[src/rtl/pipe_stage_reg.sv]
// pipe_stage_reg: parametrised inter-stage pipeline register.
// Carries a payload bus and a control bus through DEPTH register stages
// (legal 1..4). Each stage has its own valid bit, and there is a valid/ready
// handshake at both ends plus a global freeze (enable) and a flush.
// Control bits are cleared on every bubble, so downstream write-enables
// only fire on valid slots.
// Optional feature: define PIPE_STAGE_STALL_CNT_EN to add a saturating
// 16-bit stall_cnt output. It counts cycles where the output holds a valid
// entry that cannot leave.
module pipe_stage_reg #(
    parameter int DATA_W = 32,
    parameter int CTRL_W = 8,
    parameter int DEPTH  = 1
) (
    input  logic              clk,
    input  logic              reset,
    input  logic              enable,
    input  logic              flush,
    input  logic              in_valid,
    output logic              in_ready,
    input  logic [DATA_W-1:0] in_data,
    input  logic [CTRL_W-1:0] in_ctrl,
    output logic              out_valid,
    input  logic              out_ready,
    output logic [DATA_W-1:0] out_data,
    output logic [CTRL_W-1:0] out_ctrl
`ifdef PIPE_STAGE_STALL_CNT_EN
    ,
    output logic [15:0]       stall_cnt
`endif
);

    generate
        if (DEPTH < 1 || DEPTH > 4) begin : gBadDepth
            $error("pipe_stage_reg: DEPTH must be in 1..4");
        end
    endgenerate

    logic [DEPTH-1:0]  validQ;
    logic [DATA_W-1:0] dataQ [DEPTH];
    logic [CTRL_W-1:0] ctrlQ [DEPTH];

    logic [DEPTH-1:0]  take;
    logic [DEPTH-1:0]  srcValid;
    logic [DATA_W-1:0] srcData [DEPTH];
    logic [CTRL_W-1:0] srcCtrl [DEPTH];

    // Ready chain built from the output side. A stage may load when it is
    // empty or when the stage ahead of it is loading, so bubbles collapse.
    always_comb begin
        take = '0;
        take[DEPTH-1] = enable & (~validQ[DEPTH-1] | out_ready);
        for (int i = DEPTH - 2; i >= 0; i--) begin
            take[i] = enable & (~validQ[i] | take[i+1]);
        end
    end

    // Source of each stage: upstream inputs for stage 0, otherwise the previous stage
    always_comb begin
        srcValid   = '0;
        srcData[0] = in_data;
        srcCtrl[0] = in_ctrl;
        srcValid[0] = in_valid;
        for (int i = 1; i < DEPTH; i++) begin
            srcValid[i] = validQ[i-1];
            srcData[i]  = dataQ[i-1];
            srcCtrl[i]  = ctrlQ[i-1];
        end
    end

    // Stage registers. Reset clears everything. Flush kills valid and control
    // but keeps the payload. Otherwise each taking stage loads its source;
    // a bubble leaves the payload untouched.
    always_ff @(posedge clk) begin
        if (reset) begin
            for (int i = 0; i < DEPTH; i++) begin
                validQ[i] <= 1'b0;
                dataQ[i]  <= '0;
                ctrlQ[i]  <= '0;
            end
        end else if (flush) begin
            for (int i = 0; i < DEPTH; i++) begin
                validQ[i] <= 1'b0;
                ctrlQ[i]  <= '0;
            end
        end else begin
            for (int i = 0; i < DEPTH; i++) begin
                if (take[i]) begin
                    if (srcValid[i]) begin
                        validQ[i] <= 1'b1;
                        dataQ[i]  <= srcData[i];
                        ctrlQ[i]  <= srcCtrl[i];
                    end else begin
                        validQ[i] <= 1'b0;
                        ctrlQ[i]  <= '0;
                    end
                end
            end
        end
    end

    assign in_ready  = take[0] & ~flush & ~reset;
    assign out_valid = validQ[DEPTH-1];
    assign out_data  = dataQ[DEPTH-1];
    assign out_ctrl  = ctrlQ[DEPTH-1];

`ifdef PIPE_STAGE_STALL_CNT_EN
    logic [15:0] stallQ;

    // Saturating count of cycles where a valid output entry is held back.
    // Only reset clears it.
    always_ff @(posedge clk) begin
        if (reset) begin
            stallQ <= '0;
        end else if (validQ[DEPTH-1] && (!out_ready || !enable) && stallQ != 16'hFFFF) begin
            stallQ <= stallQ + 16'd1;
        end
    end

    assign stall_cnt = stallQ;
`endif

endmodule

[config.mk]
export PLATFORM = sky130hd
export DESIGN_NAME = pipe_stage_reg
export DESIGN_NICKNAME = d
export VERILOG_FILES = /design/src/rtl/pipe_stage_reg.sv
export SDC_FILE = /design/constraint.sdc
export NUM_CORES = 1
export LEC_CHECK = 0
export CAP_MARGIN = 20
export CORE_MARGIN = 10
export CORE_UTILIZATION = 41
export CTS_CLUSTER_DIAMETER = 60
export DETAILED_ROUTE_END_ITERATION = 8
export PLACE_DENSITY_LB_ADDON = 0.1
export SETUP_SLACK_MARGIN = 0.05
export SLEW_MARGIN = 20
export SYNTH_ARGS = -nofsm -noshare
export SYNTH_HDL_FRONTEND = slang
export SYNTH_SLANG_ARGS = --single-unit
[constraint.sdc]
create_clock -name clk -period 7.1 [get_ports clk]
set_input_delay 1.065 -clock clk [delete_from_list [all_inputs] [get_ports clk]]
set_output_delay 1.065 -clock clk [all_outputs]
set_load 0.005 [all_outputs]
==> metrics.txt <==
HPWL after DPL=3.136 mm; Filler cells=roughly 260; first-pass GRT wire length=approximately 5.7 mm; Remaining DRCs=0; Combinational Power Share=0.124; post-synth cell types=13; Reg clk slew, reported paths=70 ps; worst vdd ir=roughly 0.00016 V; antenna diode count=0; Clk Tree Root Cell=clkbuf_8; # clock sinks=41; Via density=between 4 and 5; # setup viols final=0; Post-Place Setup Slack=around 3600 ps; clk_lat worst skew=280 ps; dpl cells=around 230; sequential share of power=0.580; RSZ-0062 raised after global routing=false; Storage cell area=1221 sq um; # hold bufs at CTS=0; final worst-path cycle share=0.4909; Leakage=0.9684 nW; syn nets=between 100 and 150; setup bufs post-CTS=0; cts repair resizes=0; CTS tree=built; crit start category=primary input; Max Cap Violations=0; GRT overflow=0; CP Class=in -> out; Hold Crit Class=reg -> reg; Pint=387.0 uW; CP required=6030 ps; post-route ant nets=0; synthesis warning total=0; Tmin final=3486 ps; post-DR wirelength/cell=16.67 um; Synth Cell Area=1587 sq um; Post-Syn Instances=94; CTS buffer count=5; WP data arrival=2420 ps; H-tree levels=2; Post-Route WL=~3.9 mm; Total Routing Usage GR=0.1145; initial core utilization=0.4301; register area share after synthesis=0.7697; fin worst setup slack=3614 ps; vias in the first global route=1143; die width=~82 um; Worst Path Max Fanout=3; Nets=230; 1st-iter DRT viols=approximately 50; num ports=88; switching portion of total power=0.1976; Core Area=between 3000 and 4000 sq um; sum of negative setup slack=0 ps; syn_area_per_cell=16.88 sq um; Worst Clk Skew=4.648 ps; Setup crit end kind=output port; drt pass-1 iters=4; largest net degree at the start of global routing=42; clock group share of total power=0.295; Slew HR=0.4146; Via Count=1033; PortBufs=87; Final Non-Filler Cells=approximately 230; FMAX=0.2869 GHz; die area=6758 sq um; row cnt=22; Hold Vio Cnt, Final=0; area grow syn2layout=61.99%; status=finished, final reports clean; Slew Limit Fails=0; footprint of the multi-input gates=roughly 330 sq um; Worst Tran Pin Value=875.8 ps; P_sw=95.31 uW; RD Place Congestion=0.7329; initial antenna violation count=0; power consumption=482.4 uW; deepest clock path buffer count=2; pwr/cell area=187.7 nW/um^2; Die Height=82.21 um; flops & latches, synth=~40; layout cell share with drive strength beyond 1=0.1189
==> logic make-up (layout without fill, tap and decap cells) <==
logic type / Yosys count / after routing / synth area share
compound gates: 2 / 2 / 0.01026
flops: 41 / 41 / 0.7697
simple gates: 47 / 47 / 0.1916
buf+inv: 4 / 95 / 0.02839
==> routing by layer <==
metal | up-vias | wire length, um | GRT usage
met2 | 49 | 2105 | 0.2131
met5 | - | 0 | 0
met4 | 0 | 15 | 0.03571
li1 | 504 | - | -
met3 | 2 | 486 | 0.07019
met1 | 478 | 1277 | 0.09835
==> state kept, by name (all words and copies together) (netlist names) <==
name	count
dataQ	32
ctrlQ	8
out_valid	1
==> power by group through the flow <==
| stage | Combinational (mW) | Clock [mW] | Sequential (mW) |
|---|---|---|---|
| CTS | 0.0616 | 0.147 | 0.280 |
| finish | 0.0600 | 0.142 | 0.280 |
| floorplan | 0.0100 | 0 | 0.287 |
| global placement | 0.0601 | 0 | 0.285 |
| global route | 0.0646 | 0.161 | 0.281 |
| detailed placement | 0.0613 | 0 | 0.286 |
==> path summary, 6_finish.rpt <==
path | from | end | slack (ps) | cells past startpoint
setup / recovery | out_ready | in_ready | 3610 | 5
hold / removal | out_valid | out_valid | 550 | 1
setup reg to reg | out_valid | dataQ[0][19] | 5410 | 3
hold reg to reg | out_valid | out_valid | 550 | 1
==> Yosys cell counts <==
master,n,area [sq um]
o21bai_1,1,7.510
nand2b_1,1,6.260
nor2_2,1,6.260
buf_6,4,45.04
nand3_1,1,5.000
dfxtp_1,1,20.02
and4_4,1,11.26
edfxtp_1,40,1201
and2_2,10,75.07
and2_1,30,187.7
nor3_1,1,5.000
nand2_1,2,7.510
a31o_2,1,8.760
==> metrics by stage <==
stage	utilization	hold slack [ps]	cell area (sq um)
2_1_floorplan	-	508.0	1587
3_3_place_gp	0.6733	497.5	2484
3_5_place_dp	0.6733	537.3	2484
4_1_cts	0.6967	556.3	2570
5_1_grt	0.6967	571.8	2570
6_report	0.6967	553.0	2570
==> worst max-delay path, stage by stage <==
cell	delay (ps)
clkdlybuf4s50_1	440
nand2b_1	140
nand2_1	100
nor3_1	140
clkdlybuf4s50_1	530
==> placed cells by master, fill, tap and decap left out, drive strengths merged <==
| master | synthesis | final |
|---|---|---|
| and2 | 40 | 40 |
| clkdlybuf4s50 | 0 | 87 |
| nand2b | 1 | 1 |
| and4 | 1 | 1 |
| o21bai | 1 | 1 |
| nand2 | 2 | 2 |
| nor2 | 1 | 1 |
| dfxtp | 1 | 1 |
| a31o | 1 | 1 |
| clkinvlp | 0 | 1 |
| clkinv | 0 | 2 |
| clkbuf | 0 | 5 |
| nor3 | 1 | 1 |
| nand3 | 1 | 1 |
| edfxtp | 40 | 40 |
==> final cells by class <==
cell class | instances | share of cell area
flip-flops and latches | 41 | 0.4752
clock inverters | 3 | 0.006816
multi-input cells | 49 | 0.1290
clock buffers | 5 | 0.02678
well taps | 48 | 0.02337
repair buffers | 87 | 0.3389
(Power assumes the default switching activity.)
==> RTL edit 1 (same flow settings) <==
`CTRL_W`: 8 -> 12.
--- a/src/rtl/pipe_stage_reg.sv
+++ b/src/rtl/pipe_stage_reg.sv
@@ -9,7 +9,7 @@
 // entry that cannot leave.
 module pipe_stage_reg #(
     parameter int DATA_W = 32,
-    parameter int CTRL_W = 8,
+    parameter int CTRL_W = 12,
     parameter int DEPTH  = 1
 ) (
     input  logic              clk,
Ports: changed (resized in_ctrl and out_ctrl); port bits go from 88 to 96. No check against the original RTL was run, so the function may have changed too.
==> RTL edit 1 against the unedited design <==
Wire length up 11%. Critical path depth unchanged. Worst setup slack better by 0.010 ns. Sequential cell count up 4. Sequential share of layout area up 0.75 points. Final area up 8.1%. Clock skew up 0.0017 ns. Total power up 7.5%. Core utilization down 0.70 points. Hold slack worse by 0.030 ns. Fmax up 0.30%. Cell count up 8.2%. Area after synthesis up 8.9%. Critical endpoint unchanged. Largest cell class unchanged.
==> RTL edit 1: results (changes against the unedited design) <==
[grt]
use_met3 = 0.0774  ; was 0.0702
grt_pass1_vias = 1266  ; was 1143
grtUsageTotal = 0.119  ; was 0.115
use_met1 = 0.109  ; was 0.0983
grt_pass1_wl_mm = 6.67  ; was 5.68 mm
grt_start_max_net_pins = 46  ; was 42
antenna_found_initial = 0  ; unchanged
grt_util_met2 = 0.211  ; was 0.213

[worst_setup_path]
crit_end = in_ready  ; unchanged
cpMaxStageDelayCell = clkdlybuf4s50_1  ; unchanged
cp-startpoint = out_ready  ; unchanged
reg2reg_depth = 4  ; was 3
max_stage_delay_ns = 0.53  ; about the same
path_max_fanout = 3  ; unchanged
regToRegStartpoint = out_valid$_SDFFE_PP0N_  ; unchanged
r2r_setup_slack_ns = 5.63  ; was 5.41 ns
crit_arrival_ns = 2.41
worst_r2r_endpoint = dataQ[0][24]$_SDFFCE_PN0P_  ; was dataQ[0][19]$_SDFFCE_PN0P_

[synth]
synthAdderAreaFrac = 0  ; unchanged
synthArstFlopShare = 0  ; unchanged
synth_commonest_cells = 44 x and2_1, 44 x edfxtp_1, 5 x buf_6  ; was 40 x edfxtp_1, 30 x and2_1, 10 x and2_2
syn_nets = 153  ; was 140
synthFlopType = edfxtp_1  ; unchanged
synth_cell_types = 12  ; was 13
synth-seq-area-share = 0.776  ; was 0.770
synth_edf_count = 44  ; was 40
ys_top_cells_by_area = edfxtp_1 76%, and2_1 16%, buf_6 3.3%, dfxtp_1 1.2%, a31o_1 0.51%  ; was edfxtp_1 76%, and2_1 12%, and2_2 4.7%, buf_6 2.8%, dfxtp_1 1.3%
syn_area_per_cell_um2 = 16.8  ; was 16.9 um2
yosysWarnings = 0  ; unchanged
synth-compound-area-share = 0.00941  ; was 0.0103
synth.area.mux_share = 0  ; unchanged

[sta]
fmax_ghz = 0.288  ; was 0.287 GHz
worst_pin_slew_ns = 0.599  ; was 0.876 ns
whs_ns = 0.523  ; was 0.553 ns
clock_skew_ns = 0.00631  ; was 0.00465 ns

[min_path]
whs_path_depth = 1  ; unchanged

[place]
hpwl_mm = 3.41  ; was 3.14 mm
dp_cells = 244  ; was 225
place_congestion = 0.741  ; was 0.733
preCtsSetupSlack_ns = 3.59  ; was 3.63 ns
place_area_um2 = 2700  ; was 2480 um2
io_buffers = 95  ; was 87

[clocking]
clkLatencyLatePin_ns = 0.29
cts_buffer_depth = 2  ; unchanged
cts-resized-gates = 0  ; unchanged
clk_pin_slew_ns = 0.07  ; about the same
cts_setup_buffers = 0  ; unchanged
cts_buffers = 5  ; unchanged

[cells_and_area]
final_layout_size_suffix_gt1_frac = 0.0495  ; was 0.119

[run_status]
status = finished, final reports clean  ; unchanged

[detailed_routing]
post_drt_wl_per_cell_um = 17.1  ; was 16.7 um
wl_mm = 4.31  ; was 3.89 mm
viasPerCell = 4.49  ; was 4.43
drtIter0Drc = 69  ; was 51

[power_and_ir_drop]
p_leak_nw = 1.05  ; was 0.968 nW
peakVddDrop_mv = 0.144  ; was 0.163 mV

## RTL edit 1: kinds of logic after synthesis
kind of cell / after synthesis
flip-flops: 45
AO/OA/AOI/OAI: 2
buffers and inverters: 5
AND/OR/NAND/NOR: 51
## RTL edit 1: layout make-up
class / count / area [um2]
clock buffers: 5 / 68.8
clock inverters: 3 / 12.5
fillers: 292 / 1250
multi-input cells: 53 / 335
flip-flops and latches: 45 / 1340
well taps: 50 / 62.6
repair buffers: 96 / 958
## RTL edit 1: power by group
group | switching, mW | internal, mW
registers | 0.00325 | 0.304
logic | 0.0190 | 0.0462
clock network | 0.0803 | 0.0663
## RTL edit 1: per-layer routing
metal  vias to the layer above  wire length (um)
met5                         -                 0
met3                         2               476
met1                       520              1540
met4                         0                24
li1                        554                 -
met2                        56              2270
## RTL edit 1: critical path: cells and delay by family
| family | cells | cell delay (ns) |
|---|---|---|
| AND/OR/NAND/NOR | 3 | 0.36 |
| buffers and inverters | 2 | 0.98 |
==> RTL edit 2 (same flow settings) <==
Made on the original files. Add a define of `PIPE_STAGE_STALL_CNT_EN`.
--- a/src/rtl/pipe_stage_reg.sv
+++ b/src/rtl/pipe_stage_reg.sv
@@ -7,6 +7,8 @@
 // Optional feature: define PIPE_STAGE_STALL_CNT_EN to add a saturating
 // 16-bit stall_cnt output. It counts cycles where the output holds a valid
 // entry that cannot leave.
+`define PIPE_STAGE_STALL_CNT_EN
+
 module pipe_stage_reg #(
     parameter int DATA_W = 32,
     parameter int CTRL_W = 8,
Check against the original RTL (old outputs only; new: stall_cnt): equivalent (equiv_simple and equiv_induct, registers matched by name and starting in step).
==> RTL edit 2 against the unedited design <==
Sequential cell count increased by 16. Final area rose by 42%. Sequential power grew 32%. Critical path depth down 2. Core utilization decreased by 4.1 points. Total power rose by 46%. Area after synthesis rose by 50%. Cell count increased by 61%. Wire length up 56%. First-iteration DRC count is 47% higher. Hold slack worse by 0.048 ns. Worst setup slack worse by 0.34 ns.
==> RTL edit 2: results (changes against the unedited design) <==
[power_and_ir_drop]
p_leak_nw = 1.29  ; was 0.968 nW
peakVddDrop_mv = 0.107  ; was 0.163 mV
cellPowerDensity_nw_per_um2 = 193  ; was 188 nW/um2

[sta]
setup_ws_ns = 3.27  ; was 3.61 ns

[detailed_routing]
met1Wirelength_mm = 2.39  ; was 1.28 mm
post_drt_wl_per_cell_um = 16.2  ; was 16.7 um
viasPerCell = 4.89  ; was 4.43
wl_met2_mm = 3.08  ; was 2.11 mm
wl_mm = 6.07  ; was 3.89 mm

[grt]
grt_pass1_vias = 1739  ; was 1143
grt_pass1_wl_mm = 9.00  ; was 5.68 mm

[cells_and_area]
clkCellAreaFrac = 0.0479  ; was 0.0336
buffers_excl_clock = 105  ; was 87
clkbuf_count = 10  ; was 5
final_net_count = 346  ; was 230
seqCellArea_um2 = 1540  ; was 1220 um2
fill_cells = 440  ; was 261
final_layout_size_suffix_gt1_frac = 0.0759  ; was 0.119

[worst_setup_path]
reg2reg_depth = 5  ; was 3
path_max_fanout = 23  ; was 3

[synth]
synth.area.mux_share = 0.0142  ; was 0
synth_commonest_cells = 40 x and2_1, 40 x edfxtp_1, 17 x dfxtp_1  ; was 40 x edfxtp_1, 30 x and2_1, 10 x and2_2
syn_area_per_cell_um2 = 12.3  ; was 16.9 um2
synth-seq-area-share = 0.648  ; was 0.770
ys_top_cells_by_area = edfxtp_1 50%, dfxtp_1 14%, and2_1 11%, a21oi_1 1.9%, nand4_1 1.6%  ; was edfxtp_1 76%, and2_1 12%, and2_2 4.7%, buf_6 2.8%, dfxtp_1 1.3%

[place]
preCtsSetupSlack_ns = 3.26  ; was 3.63 ns
io_buffers = 103  ; was 87
hpwl_mm = 4.58  ; was 3.14 mm
dp_cells = 360  ; was 225
place_congestion = 0.741  ; was 0.733

[floorplan]
dieArea_um2 = 9250  ; was 6760 um2

[run_status]
status = finished, final reports clean  ; unchanged

[clocking]
cts_buffers = 9  ; was 5

-- RTL edit 2: worst min path at each step --
stage                                             to  depth (start not counted)                        from  slack, ns
after floorplan           stall_cnt[15]$_SDFFE_PP0P_                          1  stall_cnt[15]$_SDFFE_PP0P_       0.48
after global placement    stall_cnt[15]$_SDFFE_PP0P_                          1  stall_cnt[15]$_SDFFE_PP0P_       0.50
after detailed placement  stall_cnt[15]$_SDFFE_PP0P_                          1  stall_cnt[15]$_SDFFE_PP0P_       0.50
after CTS                 stall_cnt[15]$_SDFFE_PP0P_                          1  stall_cnt[15]$_SDFFE_PP0P_       0.51
after global routing      stall_cnt[15]$_SDFFE_PP0P_                          1  stall_cnt[15]$_SDFFE_PP0P_       0.55
final                     stall_cnt[15]$_SDFFE_PP0P_                          1  stall_cnt[15]$_SDFFE_PP0P_       0.50
-- RTL edit 2: power breakdown --
part,internal [mW],switching [mW]
clock network,0.156,0.116
registers,0.367,0.00311
logic,0.0436,0.0205
